--- src/rtl/mem_bus_arbiter_if.sv ---
// Request/grant bundle for both bus masters plus the shared data-memory slave port.
// The slave modport is the arbiter's view; the master modport is the requesters'/memory view.
interface mem_bus_arbiter_if #(
  parameter int AW = 8,
  parameter int DW = 32
);
  logic          m0_req;
  logic          m0_we;
  logic [AW-1:0] m0_addr;
  logic [DW-1:0] m0_wdata;
  logic          m0_gnt;
  logic [DW-1:0] m0_rdata;
  logic          m0_rvalid;

  logic          m1_req;
  logic          m1_we;
  logic [AW-1:0] m1_addr;
  logic [DW-1:0] m1_wdata;
  logic          m1_gnt;
  logic [DW-1:0] m1_rdata;
  logic          m1_rvalid;

  logic          s_we;
  logic [AW-1:0] s_addr;
  logic [DW-1:0] s_wdata;
  logic [DW-1:0] s_rdata;

  modport slave (
    input  m0_req, m0_we, m0_addr, m0_wdata,
    input  m1_req, m1_we, m1_addr, m1_wdata,
    input  s_rdata,
    output m0_gnt, m0_rdata, m0_rvalid,
    output m1_gnt, m1_rdata, m1_rvalid,
    output s_we, s_addr, s_wdata
  );

  modport master (
    output m0_req, m0_we, m0_addr, m0_wdata,
    output m1_req, m1_we, m1_addr, m1_wdata,
    output s_rdata,
    input  m0_gnt, m0_rdata, m0_rvalid,
    input  m1_gnt, m1_rdata, m1_rvalid,
    input  s_we, s_addr, s_wdata
  );
endinterface

--- src/rtl/mem_bus_arbiter.sv ---
// Two-master arbiter for the single data-memory/IO port: IDLE -> ACCESS -> RESP per word access.
// Round-robin by default; define ARB_FIXED_PRIO_EN to give master 0 fixed priority.
module mem_bus_arbiter #(
  parameter int AW = 8,
  parameter int DW = 32
) (
  input  logic             clk,
  input  logic             reset,
  mem_bus_arbiter_if.slave bus,
  output logic             busy,
  output logic             owner
);

  typedef enum logic [1:0] {
    IDLE   = 2'd0,
    ACCESS = 2'd1,
    RESP   = 2'd2
  } state_t;

  state_t        state;
  state_t        state_nxt;
  logic          ptr;
  logic          ptr_nxt;
  logic          winner;
  logic          any_req;
  logic          load;
  logic          cmd_we;
  logic [AW-1:0] cmd_addr;
  logic [DW-1:0] cmd_wdata;
  logic [DW-1:0] rdata0;
  logic [DW-1:0] rdata1;

  // In fixed-priority mode the pointer never leaves 0, so the same
  // tie-break below hands every simultaneous request to master 0.
  always_comb begin
    any_req = bus.m0_req | bus.m1_req;
    if (bus.m0_req && bus.m1_req) begin
      winner = ptr;
    end else begin
      winner = bus.m1_req;
    end
  end

  always_comb begin
    state_nxt = state;
    load      = 1'b0;
    case (state)
      IDLE, RESP: begin
        if (any_req) begin
          state_nxt = ACCESS;
          load      = 1'b1;
        end else begin
          state_nxt = IDLE;
        end
      end
      ACCESS:  state_nxt = RESP;
      default: state_nxt = IDLE;
    endcase
  end

  always_comb begin
`ifdef ARB_FIXED_PRIO_EN
    ptr_nxt = 1'b0;
`else
    ptr_nxt = load ? ~winner : ptr;
`endif
  end

  always_ff @(posedge clk or negedge reset) begin
    if (!reset) begin
      state     <= IDLE;
      ptr       <= 1'b0;
      owner     <= 1'b0;
      cmd_we    <= 1'b0;
      cmd_addr  <= '0;
      cmd_wdata <= '0;
    end else begin
      state <= state_nxt;
      ptr   <= ptr_nxt;
      if (load) begin
        owner     <= winner;
        cmd_we    <= winner ? bus.m1_we    : bus.m0_we;
        cmd_addr  <= winner ? bus.m1_addr  : bus.m0_addr;
        cmd_wdata <= winner ? bus.m1_wdata : bus.m0_wdata;
      end
    end
  end

  // Read data is captured at the edge closing ACCESS and held per master
  // until that master's next read completes.
  always_ff @(posedge clk or negedge reset) begin
    if (!reset) begin
      rdata0 <= '0;
      rdata1 <= '0;
    end else if (state == ACCESS && !cmd_we) begin
      if (owner) begin
        rdata1 <= bus.s_rdata;
      end else begin
        rdata0 <= bus.s_rdata;
      end
    end
  end

  // Outputs decode straight from state so an asynchronous reset during
  // ACCESS kills s_we and gnt immediately, aborting the write.
  always_comb begin
    busy          = (state != IDLE);
    bus.s_we      = (state == ACCESS) && cmd_we;
    bus.s_addr    = cmd_addr;
    bus.s_wdata   = cmd_wdata;
    bus.m0_gnt    = (state == ACCESS) && !owner;
    bus.m1_gnt    = (state == ACCESS) &&  owner;
    bus.m0_rvalid = (state == RESP) && !cmd_we && !owner;
    bus.m1_rvalid = (state == RESP) && !cmd_we &&  owner;
    bus.m0_rdata  = rdata0;
    bus.m1_rdata  = rdata1;
  end

endmodule
--- src/flat_wrapper.sv ---
// flat-port wrapper written by rule: the top's interface ports become plain ports
module mem_bus_arbiter_flat 
#(
  parameter int AW = 8,
  parameter int DW = 32
)
  (clk, reset, busy, owner, bus_m0_req, bus_m0_we, bus_m0_addr, bus_m0_wdata, bus_m1_req, bus_m1_we, bus_m1_addr, bus_m1_wdata, bus_s_rdata, bus_m0_gnt, bus_m0_rdata, bus_m0_rvalid, bus_m1_gnt, bus_m1_rdata, bus_m1_rvalid, bus_s_we, bus_s_addr, bus_s_wdata);
  mem_bus_arbiter_if #(.AW(AW), .DW(DW)) bus_i ();
  input  logic clk;
  input  logic reset;
  output logic busy;
  output logic owner;
  input wire logic [$bits(bus_i.m0_req)-1:0] bus_m0_req;
  input wire logic [$bits(bus_i.m0_we)-1:0] bus_m0_we;
  input wire logic [$bits(bus_i.m0_addr)-1:0] bus_m0_addr;
  input wire logic [$bits(bus_i.m0_wdata)-1:0] bus_m0_wdata;
  input wire logic [$bits(bus_i.m1_req)-1:0] bus_m1_req;
  input wire logic [$bits(bus_i.m1_we)-1:0] bus_m1_we;
  input wire logic [$bits(bus_i.m1_addr)-1:0] bus_m1_addr;
  input wire logic [$bits(bus_i.m1_wdata)-1:0] bus_m1_wdata;
  input wire logic [$bits(bus_i.s_rdata)-1:0] bus_s_rdata;
  output wire logic [$bits(bus_i.m0_gnt)-1:0] bus_m0_gnt;
  output wire logic [$bits(bus_i.m0_rdata)-1:0] bus_m0_rdata;
  output wire logic [$bits(bus_i.m0_rvalid)-1:0] bus_m0_rvalid;
  output wire logic [$bits(bus_i.m1_gnt)-1:0] bus_m1_gnt;
  output wire logic [$bits(bus_i.m1_rdata)-1:0] bus_m1_rdata;
  output wire logic [$bits(bus_i.m1_rvalid)-1:0] bus_m1_rvalid;
  output wire logic [$bits(bus_i.s_we)-1:0] bus_s_we;
  output wire logic [$bits(bus_i.s_addr)-1:0] bus_s_addr;
  output wire logic [$bits(bus_i.s_wdata)-1:0] bus_s_wdata;
  assign bus_i.m0_req = bus_m0_req;
  assign bus_i.m0_we = bus_m0_we;
  assign bus_i.m0_addr = bus_m0_addr;
  assign bus_i.m0_wdata = bus_m0_wdata;
  assign bus_i.m1_req = bus_m1_req;
  assign bus_i.m1_we = bus_m1_we;
  assign bus_i.m1_addr = bus_m1_addr;
  assign bus_i.m1_wdata = bus_m1_wdata;
  assign bus_i.s_rdata = bus_s_rdata;
  assign bus_m0_gnt = bus_i.m0_gnt;
  assign bus_m0_rdata = bus_i.m0_rdata;
  assign bus_m0_rvalid = bus_i.m0_rvalid;
  assign bus_m1_gnt = bus_i.m1_gnt;
  assign bus_m1_rdata = bus_i.m1_rdata;
  assign bus_m1_rvalid = bus_i.m1_rvalid;
  assign bus_s_we = bus_i.s_we;
  assign bus_s_addr = bus_i.s_addr;
  assign bus_s_wdata = bus_i.s_wdata;
  mem_bus_arbiter #(.AW(AW), .DW(DW)) u_core (.clk(clk), .reset(reset), .bus(bus_i), .busy(busy), .owner(owner));
endmodule
--- config.mk ---
export PLATFORM = sky130hd
export DESIGN_NAME = mem_bus_arbiter_flat
export DESIGN_NICKNAME = d
export VERILOG_FILES = /design/src/rtl/mem_bus_arbiter_if.sv /design/src/rtl/mem_bus_arbiter.sv /design/src/flat_wrapper.sv
export SDC_FILE = /design/constraint.sdc
export NUM_CORES = 1
export LEC_CHECK = 0
export BUFFER_PORTS_ARGS = -buffer_cell sky130_fd_sc_hd__buf_2
export CORE_UTILIZATION = 51
export CTS_BUF_LIST = sky130_fd_sc_hd__clkbuf_8
export DETAILED_ROUTE_END_ITERATION = 8
export PLACE_DENSITY = 0.95
export SLEW_MARGIN = 0
export SYNTH_ARGS = -nofsm -noshare
export SYNTH_HDL_FRONTEND = slang
export SYNTH_SLANG_ARGS = --single-unit
--- constraint.sdc ---
create_clock -name clk -period 2.5 [get_ports clk]
set_input_delay 0.25 -clock clk [delete_from_list [all_inputs] [get_ports clk]]
set_output_delay 0.25 -clock clk [all_outputs]
set_load 0.02 [all_outputs]
# Word-level counts from Yosys, hierarchy flattened
# Cells that the tools add are included.
dict set report op_classes {
  n_eq_ne 2
  n_mux 8
  bitwise_logic 3
  n_reduce_logical 15
}
# operator count
set ops {}
lappend ops {{$mux 32} 1}
lappend ops {{$logic_and 1x1->1} 8}
lappend ops {{$mux 8} 1}
lappend ops {{$mux 1} 5}
lappend ops {{$pmux 2 s2} 1}
lappend ops {{$reduce_and 2->1} 2}
lappend ops {{$eq 2x1->1 const B} 1}
lappend ops {{$eq 2x2->1 const B} 1}
lappend ops {{$logic_not 1->1} 2}
lappend ops {{$logic_not 2->1} 1}
lappend ops {{$not 1->1} 2}
lappend ops {{$reduce_bool 2->1} 1}
lappend ops {{$reduce_or 2->1} 1}
lappend ops {{$or 1x1->1} 1}
dict set report totals {
  regBits 109
  input_bits 118
  out_inout_bits 111
}

# Longest topological paths before layout
dict set report logic_depth {
  ltp_word 3
  mapped_depth 6
  mapped_depth_nobuf 4
}

# Worst setup path after synthesis
# OpenSTA, ideal clock, no wires.
dict set report synth_timing {
  kind {register to register}
  from {reg u_core.owner}
  to {reg u_core.rdata1[10], in the netlist u_core.bus.m1_rdata[10]}
  setup_ns 0.125
  arrival_time_ns 1.369
  required_ns 2.375
  slack_ns 1.006
  path_stages_with_launch 5
  path_buffers 1
  synth_period_minus_slack_ns 1.494
  cell_sequence {dfrtp_1 -> nand2b_1 -> nor2_2 -> buf_4 -> mux2_2}
}
dict set report synth_via {
  elab_chain_cells 1
}
# item line_no
set synth_lines {}
lappend synth_lines {{start: declaration} mem_bus_arbiter.sv:11} ;# output logic owner
lappend synth_lines {{start signal: assignment} mem_bus_arbiter.sv:81} ;# owner <= winner;
lappend synth_lines {{$reduce_and 2->1 (no line)} --}
lappend synth_lines {{end signal: assignment} mem_bus_arbiter.sv:97} ;# rdata1 <= bus.s_rdata;
lappend synth_lines {{end: declaration} mem_bus_arbiter.sv:31} ;# logic [DW-1:0] rdata1;
# Every way passes these cells.
# A chain may end at the register's enable or synchronous reset.

# Worst setup path in the final report
dict set report layout_timing {
  from {reg u_core.state[0]}
  to {reg u_core.cmd_wdata[30], in the netlist u_core.bus.s_wdata[30]}
}
dict set report layout_via {
  elab_chain_cells 3
  word_cells_on_any_way 4
}
# item line_no
set layout_lines {}
lappend layout_lines {{start: declaration} mem_bus_arbiter.sv:20} ;# state_t state;
lappend layout_lines {{start signal: assignment} mem_bus_arbiter.sv:78} ;# state <= state_nxt;
lappend layout_lines {{$eq 2x2->1 or $logic_not 2->1 (tied branches)} mem_bus_arbiter.sv:47} ;# case (state)
lappend layout_lines {{$reduce_or 2->1 (*)} mem_bus_arbiter.sv:47}
lappend layout_lines {{$mux 1 (*)} mem_bus_arbiter.sv:47}
lappend layout_lines {{end signal: assignment} mem_bus_arbiter.sv:84} ;# cmd_wdata <= winner ? bus.m1_wdata : bus.m0_wdata;
lappend layout_lines {{end: declaration} mem_bus_arbiter.sv:29} ;# logic [DW-1:0] cmd_wdata;
# Every way passes the cells marked *; elsewhere a longest branch is shown, timed or not.

==> impl_metrics.toml <==
[status]
status = "completed"

[floorplan]
core-area_um2 = 8680
ios = 229
dieArea_um2 = 9340
dieWidth_um = 96.6
die_height_um = 96.6
initial_core_util_pct = 52.6
rows = 34

[place]
place_hpwl_um = 8770
pre_cts_slack_ps = 533
globalplace.congestion = 0.839
port_buffers = 228

[critical_path]
crit_arrival_ps = 2090
worstPathRequired_ps = 2780
worstPathMaxFanout = 42
worst-setup-path-type = "reg -> reg"
cp-end-kind = "flop"
worstSetupStartpointType = "flop"

[clock_tree]
cts_tree = "built"
clkSinkCount = 109
clk_pin_slew_ps = 110
cts_hold_buffers = 1
clockRootBuffer = "clkbuf_8"
cts_max_level = 3
clk_latency_ps = 360
cts_setup_buffers = 0
cts_buffer_depth = 2
postCtsResizedCells = 0
cts_made_buffers = 9

[route]
vias = 4015
wirelength_um = 12000
first_pass_iters = 5
antenna_left = 0
drc_errors = 0
vias_per_cell = 5.60
wl_per_cell_um = 16.8
first_iter_violations = 132

[sta]
hold_viol = 0
slew_viol_final = 0
clock_skew_ps = 11.9
max_freq_mhz = 553
tightest_slew_ps = 1140
fin_setup_tns_ps = 0
post-route-period-util_pct = 72.4
setup_viol = 0
fin_crit_ps = 1810
fin_ws_ps = 691
grt_setup_unrepaired = "false"
relSlewSlack_pct = 23.8

[global_route]
grt_pass1_wl_um = 20000
antenna_found_initial = 0
grt_pass1_vias = 4030
grt_usage_pct = 26.2
grt_max_degree = 69
grt-ovfl-total = 0

[logic_synthesis]
synth_area_per_cell_um2 = 11.7
ys_ff_latch = 109
synth.area.top_cells = "dfrtp_1 (60%), mux2_2 (15%), a31oi_1 (5.6%)"
ys_seq_area_share_pct = 59.7
synth_cell_types = 24
netlist_instances = 390
syn_area_um2 = 4570
syn_nets = 508
netlist.area_leader.share_pct = 59.7
yosysTopAreaCell = "dfrtp_1"
synth_warnings = 0

[final_layout]
fillers = 636
area_delta_synth_final_pct = 30.1
seq_area_um2 = 2730
multi_input_area_um2 = 1670
antenna_cells = 0
finalNetCount = 723
drive_above_1_share_pct = 51.9

[power_and_ir_drop]
power.density_nw_per_um2 = 1100
pwr-share-seq_pct = 42.8
p_switching_mw = 2.64
p_sw_share_pct = 40.4
p_clk_share_pct = 15.2
max-vdd-ir-drop_uv = 421
power.share.combinational_pct = 41.9
p_leak_nw = 2.86
p_int_mw = 3.89

[worst_hold_path]
hold_class = "in -> reg"

[flow_run]
maxCapViolations = 0
sequential cells by signal (all words and copies together) (netlist names):
| signal | count |
|---|---|
| u_core.state | 2 |
| u_core.ptr | 1 |
| u_core.bus.s_wdata | 32 |
| u_core.bus.m0_rdata | 32 |
| u_core.bus.s_addr | 8 |
| u_core.bus.m1_rdata | 32 |
| u_core.cmd_we | 1 |
| u_core.owner | 1 |
critical path, stage by stage (launching register included):
cell and delay, ps:
dfrtp_1 480, o21bai_4 340, inv_2 600, nor2_1 120, a21oi_1 170
logic make-up (layout without fill, tap and decap cells):
kind of cell / Yosys count / after routing / synth area share [%]
buffers and inverters: 35 / 254 / 3.86
AOI/OAI and AO/OA: 127 / 127 / 15.2
DFF: 109 / 109 / 59.7
and+or+nand+nor: 55 / 55 / 5.40
muxes: 64 / 64 / 15.8
worst paths after layout:
kind | cells past startpoint | slack [ps] | start | end
max | 4 | 690 | u_core.state[0] | u_core.bus.s_wdata[30]
min | 2 | 120 | bus_s_rdata[4] | u_core.bus.m1_rdata[4]
max reg2reg | 4 | 690 | u_core.state[0] | u_core.bus.s_wdata[30]
min reg2reg | 1 | 500 | u_core.bus.m1_rdata[4] | u_core.bus.m1_rdata[4]
max in group asynchronous | 3 | 1340 | reset | u_core.bus.m1_rdata[6]
min in group asynchronous | 2 | 410 | reset | u_core.bus.s_addr[0]
synth_stat cells:
library cell and n:
a21oi_1 41, a31oi_1 41, and2_1 2, and2b_1 1
buf_2 9, buf_4 3, buf_6 3, clkbuf_1 17
dfrtp_1 109, inv_1 2, inv_2 1, mux2_1 4
mux2_2 60, nand2_1 1, nand2b_1 3, nand2b_2 1
nor2_1 43, nor2_2 1, nor3_1 1, nor3_4 1
o21ai_0 43, o21bai_2 1, o31ai_1 1, or2_2 1
final cells by class:
| class | instances | area share, % |
|---|---|---|
| Timing Repair Buffer | 236 | 20.5 |
| Inverter | 3 | 0.190 |
| Multi-Input combinational cell | 246 | 28.1 |
| Clock buffer | 9 | 2.08 |
| Sequential cell | 109 | 45.9 |
| Tap cell | 108 | 2.27 |
| Clock inverter | 6 | 0.927 |
per-layer routing:
| layer | wire, um | share of wire [%] | up-vias | GRT usage (%) |
|---|---|---|---|---|
| met3 | 782 | 6.5 | 27 | 5.13 |
| li1 | - | - | 1820 | - |
| met4 | 272 | 2.3 | 0 | 8.04 |
| met2 | 6270 | 52 | 205 | 45.6 |
| met1 | 4700 | 39 | 1963 | 33.0 |
| met5 | 0 | 0 | - | 0 |
cells in the final DEF (no fill, tap or decap):
| cell type | instances |
|---|---|
| nand2b_2 | 1 |
| inv_2 | 1 |
| nor3_4 | 1 |
| nor2_2 | 1 |
| and2_1 | 2 |
| dfrtp_1 | 109 |
| buf_4 | 7 |
| dlygate4sd3_1 | 1 |
| or2_2 | 1 |
| clkinvlp_4 | 2 |
| clkbuf_8 | 9 |
| o31ai_1 | 1 |
| and2b_1 | 1 |
| nand2b_1 | 3 |
| buf_12 | 1 |
| nor2_1 | 43 |
| o21ai_0 | 43 |
| mux2_2 | 60 |
| buf_2 | 227 |
| nor3_1 | 1 |
| nand2_1 | 1 |
| inv_6 | 2 |
| mux2_1 | 4 |
| o21bai_4 | 1 |
| inv_1 | 2 |
| a31oi_1 | 41 |
| a21oi_1 | 41 |
| inv_8 | 2 |
per-stage QoR:
step | cell area [um^2] | utilization (%) | hold slack (ps) | power, mW | std cells
floorplan | 4570 | - | -45.6 | 4.52 | 390
global placement | 5750 | 66.3 | 259 | 5.45 | 701
detailed placement | 5750 | 66.3 | 267 | 5.60 | 701
CTS | 5940 | 68.5 | 104 | 6.59 | 717
global route | 5940 | 68.5 | 107 | 6.89 | 717
finish | 5940 | 68.5 | 121 | 6.53 | 717
power by group through the flow:
stage	logic, mW	clock network [mW]	registers [mW]
after global routing	2.92	1.09	2.88
after detailed placement	2.76	0	2.84
after global placement	2.66	0	2.79
after floorplan	0.869	0	3.65
final	2.74	0.995	2.80
after CTS	2.76	1.03	2.80
Note: power is estimated with default switching activity, not from simulation.
